<file path="src/rtl/switch_input_conditioner.sv">
// Switch front end: per-bit synchroniser, debounce filter, edge pulses and a sticky event register.
// Define SWITCH_COND_FALL_EVENT_EN to also accumulate falling edges into event_bits.
module switch_input_conditioner #(
    parameter int WIDTH           = 8,
    parameter int SYNC_STAGES     = 2,
    parameter int DEBOUNCE_CYCLES = 16
) (
    input  logic             clk,
    input  logic             reset,
    input  logic [WIDTH-1:0] switch_raw,
    output logic [WIDTH-1:0] switch_stable,
    output logic [WIDTH-1:0] switch_rise,
    output logic [WIDTH-1:0] switch_fall,
    output logic             event_valid,
    output logic [WIDTH-1:0] event_bits,
    input  logic             event_ack
);

    localparam int CW = (DEBOUNCE_CYCLES > 2) ? $clog2(DEBOUNCE_CYCLES) : 1;
    localparam logic [CW-1:0] CNT_MAX = CW'(DEBOUNCE_CYCLES - 1);

    logic [WIDTH-1:0] event_bits_q;
    logic [WIDTH-1:0] event_bits_d;
    logic [WIDTH-1:0] event_term;

    genvar gi;
    generate
        for (gi = 0; gi < WIDTH; gi++) begin : g_bit
            logic [SYNC_STAGES-1:0] sync_q;
            logic [SYNC_STAGES-1:0] sync_d;
            logic [CW-1:0]          cnt_q;
            logic [CW-1:0]          cnt_d;
            logic                   stable_q;
            logic                   stable_d;
            logic                   rise_q;
            logic                   rise_d;
            logic                   fall_q;
            logic                   fall_d;
            logic                   synced;

            // Any sample agreeing with the current level restarts the count, so only
            // DEBOUNCE_CYCLES consecutive disagreeing samples move stable.
            always_comb begin
                sync_d   = {sync_q[SYNC_STAGES-2:0], switch_raw[gi]};
                synced   = sync_q[SYNC_STAGES-1];
                cnt_d    = '0;
                stable_d = stable_q;
                if (synced != stable_q) begin
                    if (cnt_q == CNT_MAX) begin
                        stable_d = synced;
                    end else begin
                        cnt_d = cnt_q + 1'b1;
                    end
                end
                rise_d = stable_d & ~stable_q;
                fall_d = ~stable_d & stable_q;
            end

            always_ff @(posedge clk) begin
                if (reset) begin
                    sync_q   <= '0;
                    cnt_q    <= '0;
                    stable_q <= 1'b0;
                    rise_q   <= 1'b0;
                    fall_q   <= 1'b0;
                end else begin
                    sync_q   <= sync_d;
                    cnt_q    <= cnt_d;
                    stable_q <= stable_d;
                    rise_q   <= rise_d;
                    fall_q   <= fall_d;
                end
            end

            assign switch_stable[gi] = stable_q;
            assign switch_rise[gi]   = rise_q;
            assign switch_fall[gi]   = fall_q;
        end
    endgenerate

`ifdef SWITCH_COND_FALL_EVENT_EN
    assign event_term = switch_rise | switch_fall;
`else
    assign event_term = switch_rise;
`endif

    // An edge reported in the ack cycle survives the clear.
    always_comb begin
        event_bits_d = event_bits_q | event_term;
        if (event_ack) begin
            event_bits_d = event_term;
        end
    end

    always_ff @(posedge clk) begin
        if (reset) begin
            event_bits_q <= '0;
        end else begin
            event_bits_q <= event_bits_d;
        end
    end

    assign event_bits  = event_bits_q;
    assign event_valid = |event_bits_q;

endmodule

</file>
<file path="config.mk">
export PLATFORM = sky130hd
export DESIGN_NAME = switch_input_conditioner
export DESIGN_NICKNAME = d
export VERILOG_FILES = /design/src/rtl/switch_input_conditioner.sv
export SDC_FILE = /design/constraint.sdc
export NUM_CORES = 1
export LEC_CHECK = 0
export CORE_UTILIZATION = 45
export DETAILED_ROUTE_END_ITERATION = 8
export HOLD_SLACK_MARGIN = 0.15
export PLACE_DENSITY = 0.71
export SYNTH_ARGS = -nofsm -noshare
export SYNTH_HDL_FRONTEND = slang
export SYNTH_SLANG_ARGS = --single-unit
</file>
<file path="constraint.sdc">
create_clock -name clk -period 1.5 [get_ports clk]
set_clock_uncertainty 0.15 [all_clocks]
set_input_delay 0.15 -clock clk [delete_from_list [all_inputs] [get_ports clk]]
set_output_delay 0.15 -clock clk [all_outputs]
set_load 0.02 [all_outputs]
</file>
# Word-level counts from Yosys, hierarchy flattened
# Index checks and enable logic that the tools add are counted.
[totals]
ff_bits = 80
elab_cells = 132
[classes]
n_addsub = 8
eq_ne = 16
n_mux = 17
bitwise = 41
reduce_logical = 9
[ops]
columns = ["cell", "count"]
rows = [
  ["$add 4x1->4 const B", 8],
  ["$eq 4x4->1 const B", 8],
  ["$not 1->1", 24],
  ["$reduce_or 3->1", 8],
  ["$and 1x1->1", 16],
  ["$mux 1", 16],
  ["$mux 8", 1],
  ["$ne 1x1->1", 8],
  ["$or 8x8->8", 1],
  ["$reduce_or 8->1", 1],
]

# Depth between registers and ports, before layout
# Gate-level depths: netlist of run 1.
[depth]
ltp_word = 5
ltp_mapped = 4
mapped_depth_nobuf = 4

# Worst setup path after synthesis of run 1
# No wires, ideal clock.
[synth_path]
path_type = "flip-flop to flip-flop"
from = "reg g_bit[1].cnt_q[0]"
to = "reg g_bit[1].stable_q"
setup_time_ns = 0.117
t_arrival_ns = 0.881
t_required_ns = 1.233
setup_slack_ns = 0.351
stages_incl_launch_ff = 5
n_path_buf = 0
synth_period_minus_slack_ns = 1.149
path_cell_list = "dfxtp_1 > ha_1 > nand3_1 > mux2i_1 > nor2_1"
[synth_via]
elab_chain_len = 3
[synth_rtl]
columns = ["element", "line_no", "text"]
rows = [
  ["start: declaration", "31", "logic [CW-1:0] cnt_q;"],
  ["start signal: assignment", "68", "cnt_q <= cnt_d;"],
  ["$eq 4x4->1", "49", "if (cnt_q == CNT_MAX) begin"],
  ["$mux 1", "49", ""],
  ["$mux 1", "48", "if (synced != stable_q) begin"],
  ["end signal: assignment", "69", "stable_q <= stable_d;"],
  ["end: declaration", "33", "logic stable_q;"],
]
# No other way between the ends.
# A chain may end at the register's enable or synchronous reset.

# Worst setup path after layout of run 1
[layout_path]
from = "reg event_bits_q[3], in the netlist event_bits[3]"
to = "out event_valid"
[layout_via]
elab_chain_len = 1
[layout_rtl]
columns = ["element", "line_no", "text"]
rows = [
  ["start: declaration", "22", "logic [WIDTH-1:0] event_bits_q;"],
  ["start signal: assignment", "99", "event_bits_q <= event_bits_d;"],
  ["$reduce_or 8->1", "104", "assign event_valid = |event_bits_q;"],
  ["end: declaration", "14", "output logic event_valid,"],
]
# No other way between the ends.

==> results by group, run 1 <==
Setup path
  – RR Startpoint: g_bit[5].cnt_q[0]
  – Critical Path Max Stage Delay: 0.33 ns
  – CP max FO: 3
  – Critical Path AT: 1.19 ns
  – WS Path Type: reg2out
  – Crit path launch type: flop
  – CP endpoint kind: output pin
  – CP bufs+invs: 1
  – CP Cell Sequence: nor4_2 > nand2_1 > buf_6
  – CP max stage cell: dfxtp_2
  – CP startpoint: event_bits[3]
  – Family with the most delay on the worst path: simple AND/OR/NAND/NOR gates
  – Critical Path RT: 1.20 ns

Floorplan
  – Starting Density: 47.6%
  – Row cnt: 28
  – Die area: 6740 um^2
  – Die height: 82.1 um
  – Core footprint: 6060 um^2
  – Die X: 82.1 um
  – I/O pins: 44

Power and ir drop
  – Max VDD drop: 0.000782 V
  – Leak: 1.59 nW
  – P per Cell Area: 1150 nW/um^2

Min path
  – Hold_sp: switch_raw[4]
  – HP Class: in2reg

Logic synthesis
  – Post-Syn Instances: 274
  – Largest area contributor in the synthesized netlist: dfxtp_1
  – Synthesized area per cell: 10.5 um^2
  – Compound-Gate Fraction of Synth Area: 3.12%
  – Synth Area in XOR/XNOR: 7.28%
  – Syn_nets: 293
  – Adder-Cell Fraction of Synth Area: 3.47%
  – Main combinational cell family by area after synthesis: simple AND/OR/NAND/NOR gates
  – Synth unique cells: 18
  – Top cell type's share of synthesized area: 55.5%
  – YS warnings: 0
  – Mapped Area: 2890 um^2
  – Sequential-to-total area share from yosys stat: 55.5%
  – Multiplexer area fraction after synthesis: 2.77%
  – #FFs+latches synth: 80
  – Synth top area cells: dfxtp_1, buf_4, nor2_1
  – Post-synthesis simple-gate area fraction: 19.6%

Cells and area
  – # diodes: 0
  – FF+latch area: 1600 um^2
  – # fillers: 552
  – Commonest non-fill, non-tap cell in the layout: dfxtp_1
  – Most frequent cells in the layout: dfxtp_1, nor2_1, dlygate4sd2_1
  – Finished Layout Cells: 386
  – Area growth syn-to-layout: 19.2%
  – Area of the multi-input gates: 1060 um^2
  – Post-layout nets: 325
  – Layout cells sized above 1: 9.00%

Timing
  – Headroom to the max-slew limit: 81.2%
  – Worst Max-Slew Pin Slew: 0.278 ns
  – Final hold vios: 0
  – Period utilization: 99.1%
  – Setup TNS: 0 ns
  – Final Slew Violations: 0
  – Period minus WS final: 1.49 ns
  – Fmax achieved: 672 MHz
  – Final Setup Violations: 0
  – RSZ-0062 raised after global routing: yes

Detailed routing
  – Pre-antenna DRT Iters: 4
  – Remaining routing DRC violations: 0
  – Post-detailed-route wirelength per cell: 11.6 um
  – Vias per Instance: 4.86
  – DR vias: 1,875
  – WL final: 4470 um
  – Antenna Nets Post-Route: 0
  – 1st-iter DRT viols: 85

Clock tree
  – TritonCTS clock tree: built
  – CTS buffer count: 9
  – Clk buf depth: 2
  – Reg clk slew, reported paths: 0.07 ns
  – CTS root buf: clkbuf_8
  – H-tree Lvls: 3
  – Worst-skew pair later-pin latency: 0.34 ns
  – Clk sinks: 80

Outcome
  – Status: finished clean

Place
  – Post-Place Cells: 369
  – GPL Wtd Cong: 0.711
  – # port buffers: 43
  – Detailed placer's ending HPWL: 3040 um

GRT
  – GR Overflow Total: 0
  – Initial antenna violation count: 0
  – GRT Util Overall: 15.0%
  – Largest net degree at the start of global routing: 57
  – First-pass GRT wire length: 7520 um
  – Vias in the first global route: 1,761

Job
  – Max-cap violations: 0
timing repair:
item,CTS,global route
hold buffers,1,0
gates resized for setup,36,5
hold endpoints to repair,48,0
pin swaps,0,2
setup endpoints to repair,33,1
setup buffers,0,0
cells in the mapped netlist:
cell and number:
nor2b_1 16, ha_1 8, dfxtp_1 80, xnor2_1 8, buf_4 24, buf_6 4
nor4b_1 16, nor4_1 2, mux2i_1 8, and3_1 8, a21oi_1 8, nor2_1 40
nand3_1 16, xor2_1 16, buf_2 2, inv_1 1, nand2_1 9, a31oi_1 8
per-stage QoR:
step / setup slack [ns] / power, W / hold WS (ns) / utilization, % / cell area [um^2]
global route: -0.0447 / 0.00412 / 0.205 / 56.8 / 3440
detailed placement: -0.0125 / 0.00231 / 0.275 / 53.4 / 3240
CTS: -0.0910 / 0.00401 / 0.194 / 56.7 / 3430
finish: 0.0129 / 0.00396 / 0.212 / 56.8 / 3440
global placement: 0.00495 / 0.00231 / 0.266 / 53.4 / 3240
floorplan: 0.351 / 0.00228 / 0.128 / - / 2890
registers in the layout, indices dropped and copies added, names as in the netlist:
signal	flops
g_bit.sync_q	16
event_bits	8
g_bit.fall_q	8
g_bit.stable_q	8
g_bit.rise_q	8
g_bit.cnt_q	32
logic make-up after synthesis:
group / Yosys count
fa+ha+maj: 8
simple gates: 107
xor+xnor: 24
mux: 8
flops: 80
compound gates: 16
buf+inv: 31
final timing paths:
check | endpoint | slack [ns] | cells after the start
worst min-delay path | g_bit[4].sync_q[0] | 0.21 | 2
worst max-delay path | event_valid | 0.01 | 3
worst max register to register | g_bit[5].rise_q | 0.23 | 3
worst min register to register | g_bit[2].sync_q[1] | 0.29 | 1
per-layer routing:
metal	part of all wire, %	wire [um]	vias to the layer above	track usage [%]
li1	-	-	970	-
met1	51	2270	853	18.7
met2	42	1890	44	23.3
met3	4.9	217	8	3.63
met4	2.1	93	0	9.47
met5	0	0	-	0
final cells by class:
type | count | share of cell area [%]
Clock inverter | 6 | 2.40
Clock buffer | 10 | 4.00
Multi-Input combinational cell | 163 | 30.8
Inverter | 1 | 0.109
Sequential cell | 80 | 46.6
Tap cell | 75 | 2.73
Timing Repair Buffer | 51 | 13.4
where the power goes:
group	internal, W	switching [W]
Sequential	0.00215	0.0000163
Clock	0.000973	0.000722
Combinational	0.0000519	0.0000490
No activity file was read; power rests on OpenSTA's default activity.
==> inputs of run 2 (changes only) <==
--- a/config.mk
+++ b/config.mk
@@ -7,7 +7,7 @@
 export LEC_CHECK = 0
 export CORE_UTILIZATION = 45
 export DETAILED_ROUTE_END_ITERATION = 8
-export HOLD_SLACK_MARGIN = 0.15
+export HOLD_SLACK_MARGIN = 0.06
 export PLACE_DENSITY = 0.71
 export SYNTH_ARGS = -nofsm -noshare
 export SYNTH_HDL_FRONTEND = slang
==> constraint.sdc (replaced) <==
create_clock -name clk -period 1.5 [get_ports clk]
set_clock_uncertainty 0.15 [all_clocks]
set_input_delay 0.15 -clock clk [delete_from_list [all_inputs] [get_ports clk]]
set_output_delay 0.15 -clock clk [all_outputs]
set_load 0.1 [all_outputs]
==> run 2 against run 1 <==
  * The flow now finishes with violations (negative setup slack)
  * Critical path type unchanged
  * Worst hold slack worse by 0.11 ns
  * Clock power down 12%
  * Global-route usage up 0.97 points
  * Non-clock buffer count down 5
  * Largest cell class unchanged
==> results by group, run 2 (synthesized netlist as in run 1, its figures left out) <==
Setup path
  – WS Path Type: reg2out
  – CP max FO: 2
  – Critical Path RT: 1.20 ns
  – Crit path launch type: flop
  – Critical Path AT: 1.23 ns
  – CP endpoint kind: output pin

GRT
  – Initial antenna violation count: 0
  – GR Overflow Total: 0
  – First-pass GRT wire length: 7900 um
  – GRT Util Overall: 16.0%
  – Largest net degree at the start of global routing: 57
  – Vias in the first global route: 1,804

Timing
  – Period minus WS final: 1.53 ns
  – Period utilization: 102%
  – Setup TNS: -0.0334 ns
  – Headroom to the max-slew limit: 80.3%
  – Final worst-path setup slack: -0.0334 ns
  – Final Setup Violations: 1
  – Fmax achieved: 652 MHz
  – Final Slew Violations: 0
  – Final hold vios: 0
  – RSZ-0062 raised after global routing: yes
  – Worst Max-Slew Pin Slew: 0.291 ns

Job
  – Max-cap violations: 0

Cells and area
  – Largest registers: g_bit.cnt_q (32), g_bit.sync_q (16)
  – Top reg by flops: g_bit.cnt_q
  – Area growth syn-to-layout: 30.6%
  – Finished Layout Cells: 381
  – Max reg flops: 32
  – Layout cells sized above 1: 20.6%
  – Commonest non-fill, non-tap cell in the layout: dfxtp_1
  – Most frequent cells in the layout: dfxtp_1, nor2_1, buf_12
  – Post-layout nets: 320
  – # diodes: 0

Place
  – # port buffers: 43
  – GPL Wtd Cong: 0.710
  – Post-Place Cells: 363
  – Detailed placer's ending HPWL: 3320 um

Detailed routing
  – WL final: 4700 um
  – Antenna Nets Post-Route: 0
  – DR vias: 1,886
  – Vias per Instance: 4.95
  – Pre-antenna DRT Iters: 4
  – 1st-iter DRT viols: 91
  – Post-detailed-route wirelength per cell: 12.3 um
  – Remaining routing DRC violations: 0

Floorplan
  – I/O pins: 44
  – Starting Density: 47.6%
  – Row cnt: 28
  – Die height: 82.1 um
  – Core footprint: 6060 um^2
  – Die area: 6740 um^2
  – Die X: 82.1 um

Clock tree
  – H-tree Lvls: 3
  – CTS buffer count: 9
  – TritonCTS clock tree: built
  – Clk buf depth: 2
  – Clk sinks: 80
  – Worst-skew pair later-pin latency: 0.34 ns
  – CTS root buf: clkbuf_8
  – Reg clk slew, reported paths: 0.08 ns

Power and ir drop
  – Leak: 1.56 nW
  – P per Cell Area: 994 nW/um^2
  – Max VDD drop: 0.000695 V
  – Power, Total: 0.00375 W

Outcome
  – Violated checks: negative setup slack
  – Status: complete, but fails checks

Min path
  – HP Class: in2reg
run 2: cell type report:
cell class                      count  area, um^2
Clock inverter                      6        60.1
Inverter                            1        3.75
Fill cell                         493        2290
Tap cell                           75        93.8
Multi-Input combinational cell    163        1080
Clock buffer                       10         128
Timing Repair Buffer               46         791
Sequential cell                    80        1620
run 2: layer usage:
layer | global-route usage (%) | share of wire [%]
met3 | 6.15 | 6.1
met2 | 24.3 | 46
met4 | 8.95 | 2.3
met1 | 19.4 | 46
met5 | 0 | 0
run 2: worst paths after layout:
kind	from	depth (start not counted)	to	slack, ns
setup / recovery	event_bits[5]	3	event_valid	-0.03
hold / removal	reset	3	g_bit[6].stable_q	0.10
setup reg to reg	g_bit[7].cnt_q[0]	3	g_bit[7].rise_q	0.22
hold reg to reg	g_bit[4].sync_q[0]	1	g_bit[4].sync_q[1]	0.28
run 2: critical path: stages, from the launching register on:
cell and delay (ns):
dfxtp_4 0.36, nor4_4 0.27, nand2_2 0.09, buf_12 0.17
run 2: through the flow:
stage	setup WS, ns	hold slack (ns)	cell area (um^2)	utilization, %
CTS	-0.0534	0.0983	3770	62.2
finish	-0.0334	0.103	3770	62.2
detailed placement	0.221	0.273	3550	58.5
floorplan	0.00894	0.128	2910	-
global route	-0.0940	0.105	3770	62.2
global placement	0.266	0.268	3550	58.5
run 2: power breakdown:
group	switching [W]	internal (W)
logic	0.0000497	0.0000502
clock network	0.000727	0.000760
registers	0.0000169	0.00214
run 2: timing repair:
| item | 4_1_cts | 5_1_grt |
|---|---|---|
| endpoints found under the setup margin | 1 | 1 |
| resized for setup | 4 | 0 |
| pin swaps | 2 | 0 |
| hold buffers | 0 | 0 |
| buffers inserted | 2 | 0 |
==> inputs of run 3 (changes only) <==
--- a/config.mk
+++ b/config.mk
@@ -8,6 +8,7 @@
 export CORE_UTILIZATION = 45
 export DETAILED_ROUTE_END_ITERATION = 8
 export HOLD_SLACK_MARGIN = 0.06
+export MAX_ROUTING_LAYER = met4
 export PLACE_DENSITY = 0.71
 export SYNTH_ARGS = -nofsm -noshare
 export SYNTH_HDL_FRONTEND = slang
==> run 3 against run 2 <==
  * The flow still finishes with violations (negative setup slack)
  * Cell area unchanged
  * Worst hold slack about the same
  * Flip-flop and latch count unchanged
  * Register-to-register slack about the same
  * Combinational power about the same
  * Setup slack got worse by 0.00099 ns
  * Via count increased by 1.2%
  * Clock power about the same
  * First-iteration DRC count increased by 9.9%
  * Sequential share of layout area unchanged
  * Critical path depth unchanged
  * Non-clock buffer count unchanged
  * Highest routed layer unchanged
==> results by group, run 3 (synthesized netlist as in run 1, its figures left out) <==
Cells and area
  – Most frequent cells in the layout: dfxtp_1, nor2_1, buf_12
  – Top reg by flops: g_bit.cnt_q
  – Area growth syn-to-layout: 30.6%
  – Finished Layout Cells: 381
  – Post-layout nets: 320
  – Final Core Density: 62.2%
  – FF+latch area: 1620 um^2
  – # fillers: 493
  – Area of the multi-input gates: 1080 um^2
  – Layout cells sized above 1: 20.6%
  – Max reg flops: 32
  – Commonest non-fill, non-tap cell in the layout: dfxtp_1
  – Cell area after layout: 3770 um^2
  – # diodes: 0
  – Largest registers: g_bit.cnt_q (32), g_bit.sync_q (16)

Outcome
  – Status: complete, but fails checks
  – Violated checks: negative setup slack

Power and ir drop
  – Switching share of total power: 21.3%
  – P per Cell Area: 996 nW/um^2
  – Sw power: 0.000800 W
  – Combinational fraction of design power: 2.7%
  – Clock network power share: 39.8%
  – Leak: 1.56 nW
  – Power, Total: 0.00376 W
  – Internal power: 0.00296 W
  – Seq pwr share: 57.6%
  – Max VDD drop: 0.000695 V

Clock tree
  – Worst-skew pair later-pin latency: 0.34 ns
  – Reg clk slew, reported paths: 0.08 ns
  – TritonCTS clock tree: built
  – H-tree Lvls: 3
  – Clk buf depth: 2
  – Clk sinks: 80
  – CTS root buf: clkbuf_8
  – CTS buffer count: 9
  – Hold_buf cts: 0

Timing
  – Final Setup Violations: 1
  – Period utilization: 102%
  – Headroom to the max-slew limit: 80.0%
  – Worst Max-Slew Pin Slew: 0.297 ns
  – Final Slew Violations: 0
  – Final worst-path setup slack: -0.0344 ns
  – Fmax achieved: 652 MHz
  – Final hold vios: 0
  – Hold slack: 0.104 ns
  – RSZ-0062 raised after global routing: yes
  – Period minus WS final: 1.53 ns

Place
  – Post-Place Cells: 363
  – Detailed placer's ending HPWL: 3320 um
  – # port buffers: 43
  – DP Area: 3550 um^2
  – GPL Wtd Cong: 0.718

Setup path
  – R2r setup slk: 0.21 ns
  – FF-to-FF path depth: 3
  – CP max FO: 2
  – Crit path launch type: flop
  – Critical Path Max Stage Delay: 0.36 ns
  – Critical Path RT: 1.20 ns
  – CP max stage cell: dfxtp_4
  – Critical Path AT: 1.23 ns
  – WS Path Type: reg2out
  – CP Cell Sequence: nor4_4 > nand2_2 > buf_12
  – CP endpoint kind: output pin

Detailed routing
  – Antenna Nets Post-Route: 0
  – DR vias: 1,909
  – 1st-iter DRT viols: 100
  – Remaining routing DRC violations: 0
  – WL final: 4710 um
  – Pre-antenna DRT Iters: 4
  – Vias per Instance: 5.01
  – Post-detailed-route wirelength per cell: 12.4 um

Min path
  – Number of cells on the worst hold path: 3
  – HP Class: in2reg

Floorplan
  – Starting Density: 47.6%
  – Die height: 82.1 um
  – Die area: 6740 um^2
  – I/O pins: 44
  – Row cnt: 28
  – Die X: 82.1 um
  – Core footprint: 6060 um^2

GRT
  – Initial antenna violation count: 0
  – First-pass GRT wire length: 7930 um
  – GRT Util Overall: 16.5%
  – Vias in the first global route: 1,805
  – Largest net degree at the start of global routing: 57
  – GR Overflow Total: 0

Job
  – Max-cap violations: 0
-- run 3: cell counts in the layout (fill, tap and decap cells not counted) --
No cell type changed its count.
-- run 3: final cells by class --
class / count / area share, %
repair buffers: 46 / 21.0
multi-input cells: 163 / 28.6
inverters: 1 / 0.0995
clock buffers: 10 / 3.38
clock inverters: 6 / 1.59
flip-flops and latches: 80 / 42.9
well taps: 75 / 2.49
-- run 3: worst max-delay path, delay by kind of cell (launching register included) --
kind | cells | cell delay, ns
DFF | 1 | 0.36
buffers and inverters | 1 | 0.17
and+or+nand+nor | 2 | 0.36
-- run 3: metrics by stage --
step / TNS (ns) / setup WS (ns)
5_1_grt: -0.0941 / -0.0941
3_3_place_gp: 0 / 0.266
4_1_cts: -0.0534 / -0.0534
2_1_floorplan: 0 / 0.00894
3_5_place_dp: 0 / 0.221
6_report: -0.0344 / -0.0344
-- run 3: worst paths after layout --
path,from,endpoint
setup / recovery,event_bits[5],event_valid
hold / removal,reset,g_bit[6].stable_q
setup reg to reg,g_bit[7].cnt_q[0],g_bit[7].rise_q
hold reg to reg,g_bit[4].sync_q[0],g_bit[4].sync_q[1]
-- run 3: per-layer routing --
layer  part of all wire (%)  global-route usage [%]  wire length, um
met4                    2.3                    8.95              109
met5                      0                       -                0
met1                     45                    19.4             2140
met3                    6.3                    6.15              298
met2                     46                    24.3             2160
-- run 3: timing repair --
item / CTS / global route
setup buffers: 2 / 0
pin swaps: 2 / 0
gates resized for setup: 4 / 0
setup endpoints to repair: 1 / 1
hold endpoints to repair: 0 / 0
-- run 3: power groups by stage --
stage | registers (W) | clock network, W | logic [W]
2_1_floorplan | 0.00221 | 0 | 0.0000681
3_3_place_gp | 0.00221 | 0 | 0.0000973
3_5_place_dp | 0.00222 | 0 | 0.000101
4_1_cts | 0.00216 | 0.00153 | 0.000101
5_1_grt | 0.00216 | 0.00163 | 0.000113
6_report | 0.00216 | 0.00149 | 0.000100
==> RTL change: new RTL, config.mk and constraints of run 2 <==
`WIDTH`: 8 -> 12.
--- a/src/rtl/switch_input_conditioner.sv
+++ b/src/rtl/switch_input_conditioner.sv
@@ -3,3 +3,3 @@
 module switch_input_conditioner #(
-    parameter int WIDTH           = 8,
+    parameter int WIDTH           = 12,
     parameter int SYNC_STAGES     = 2,
Interface: changed (5 resized); port bits go from 44 to 64. The function was not compared with the original's and may differ.
==> RTL change against run 2 <==
The run still ends with setup timing left. Hold slack worse by 0.022 ns. Synthesized cell count increased by 50%. Synthesized area grew 50%. First-iteration DRC count fell by 38%. Total power increased by 100%. Routed wire length is 62% higher. Largest cell class unchanged. Critical path depth stayed put. Worst setup slack worse by 0.22 ns. Cell area grew 63%. Via count increased by 54%. Sequential cell count grew 40.
==> RTL change: results (changes against run 2) <==
| Metric | Value |
|---|---|
| Syn Area/Cell | 10.5 um2 (-0.26%) |
| Met3 Resource Use GR | 0.0634 (+0.00183) |
| Setup-failing EPs final | 1 (unchanged) |
| Total power | 7640 uW (+100%) |
| Crit-path max cell delay | 0.35 ns |
| Yosys cell types | 19 (+1) |
| Lkg Pwr | 0.00254 uW (+63%) |
| Sw frac | 0.192 (-0.0195) |
| DP Worst Slack | 0.175 ns (-0.0466 ns) |
| Hold path depth | 2 (-1) |
| Max_slew headroom | 0.748 (-0.0555) |
| Violated checks | setup timing |
| First-pass GRT wire length | 12.8 mm (+62%) |
| Maximum number of pins on one net before global-route repair | 58 (+1.8%) |
| Starting DRC count in detailed routing | 56 (-38%) |
| Setup_tns | -0.252 ns (-0.219 ns) |
| Total Routing Usage GR | 0.166 (+0.00642) |
| Inserted Diodes | 0 (unchanged) |
| Post-route setup slack | -0.252 ns (-0.219 ns) |
| GPL Wtd Cong | 0.716 (+0.86%) |
| IR drop worst, VDD | 0.635 mV (-8.6%) |
| Met1 usage | 0.195 (+0.00120) |
| Syn Nets | 438 (+49%) |
| Routed met1 length | 3.43 mm (+60%) |
| Post-CTS Setup Repair Bufs | 0 (-2) |
| Top cells by area, synth | dfxtp_1 (56%), buf_4 (6.3%), nor2_1 (5.2%) |
| Port bufs | 63 (+47%) |
| Worst EP arrival | 1.45 ns (+0.22 ns) |
| Post-DP HPWL | 5.15 mm (+55%) |
| Hold_buf cts | 11 (+11) |
| Largest regs | g_bit.cnt_q: 48 flops, g_bit.sync_q: 24 flops |
| Status | finished, violations left |
| Final wirelength | 7.61 mm (+62%) |
| Final-stage net count | 490 (+53%) |
| H-tree levels | 4 (+1) |
| CP Max Fanout | 3 (+1) |
| Post-synth top cells | dfxtp_1 (120), nor2_1 (60), buf_4 (36) |
| Placed Area | 5350 um2 (+51%) |
| Layout cell share with drive strength beyond 1 | 0.235 (+0.0294) |
| Met3 WL | 262 um (-9.3%) |
| Vias/cell | 4.79 (-3.3%) |
| Metal2 WL | 3.80 mm (+76%) |
| Global Route met2 Usage | 0.275 (+0.0318) |
| Vias in the first global route | 2,827 (+57%) |
| Worst-path clk slew | 0.06 ns (-0.02 ns) |
| Post-cts sizing count | 0 (-4) |
## RTL change: changes by cell type in the layout (fill, tap and decap cells not counted), sizes merged, moves of 9 or more
cell	run 2	this run
nand3	16	25
dfxtp	80	120
nor2	40	60
clkbuf	10	19
dlygate4sd3	0	12
buf	37	54
## RTL change: path summary, 6_finish.rpt
check	start	endpoint	slack (ns)
setup reg to reg	g_bit[4].cnt_q[0]	g_bit[4].rise_q	0.12
setup / recovery	event_bits[0]	event_valid	-0.25
hold / removal	switch_raw[0]	g_bit[0].sync_q[0]	0.08
hold reg to reg	g_bit[11].sync_q[0]	g_bit[11].sync_q[1]	0.28
## RTL change: layout make-up
class,instances,area [um2]
Timing Repair Buffer,79,1280
Multi-Input combinational cell,244,1630
Clock buffer,19,422
Inverter,1,3.75
Clock inverter,13,203
Tap cell,129,161
Sequential cell,120,2440
Fill cell,703,3150
## RTL change: power groups by stage
| stage | Combinational [uW] | Clock (uW) | Sequential, uW |
|---|---|---|---|
| floorplan | 98.9 | 0 | 3320 |
| global placement | 142 | 0 | 3320 |
| detailed placement | 147 | 0 | 3320 |
| CTS | 170 | 4290 | 3250 |
| global route | 189 | 4440 | 3250 |
| finish | 170 | 4220 | 3250 |
## RTL change: critical path: cells and delay by family (launching register included)
kind,cells,cell delay [ns]
DFF,1,0.35
buffers and inverters,1,0.18
and+or+nand+nor,2,0.42
## RTL change: cell families (layout without fill, tap and decap cells)
group           after synthesis  count (layout)  share of synthesized area
simple gates                160             160                      0.197
compound gates               24              24                     0.0313
flops                       120             120                      0.556
fa+ha+maj                    12              12                     0.0348
buf+inv                      47             112                     0.0805
xor+xnor                     36              36                     0.0730
mux                          12              12                     0.0278
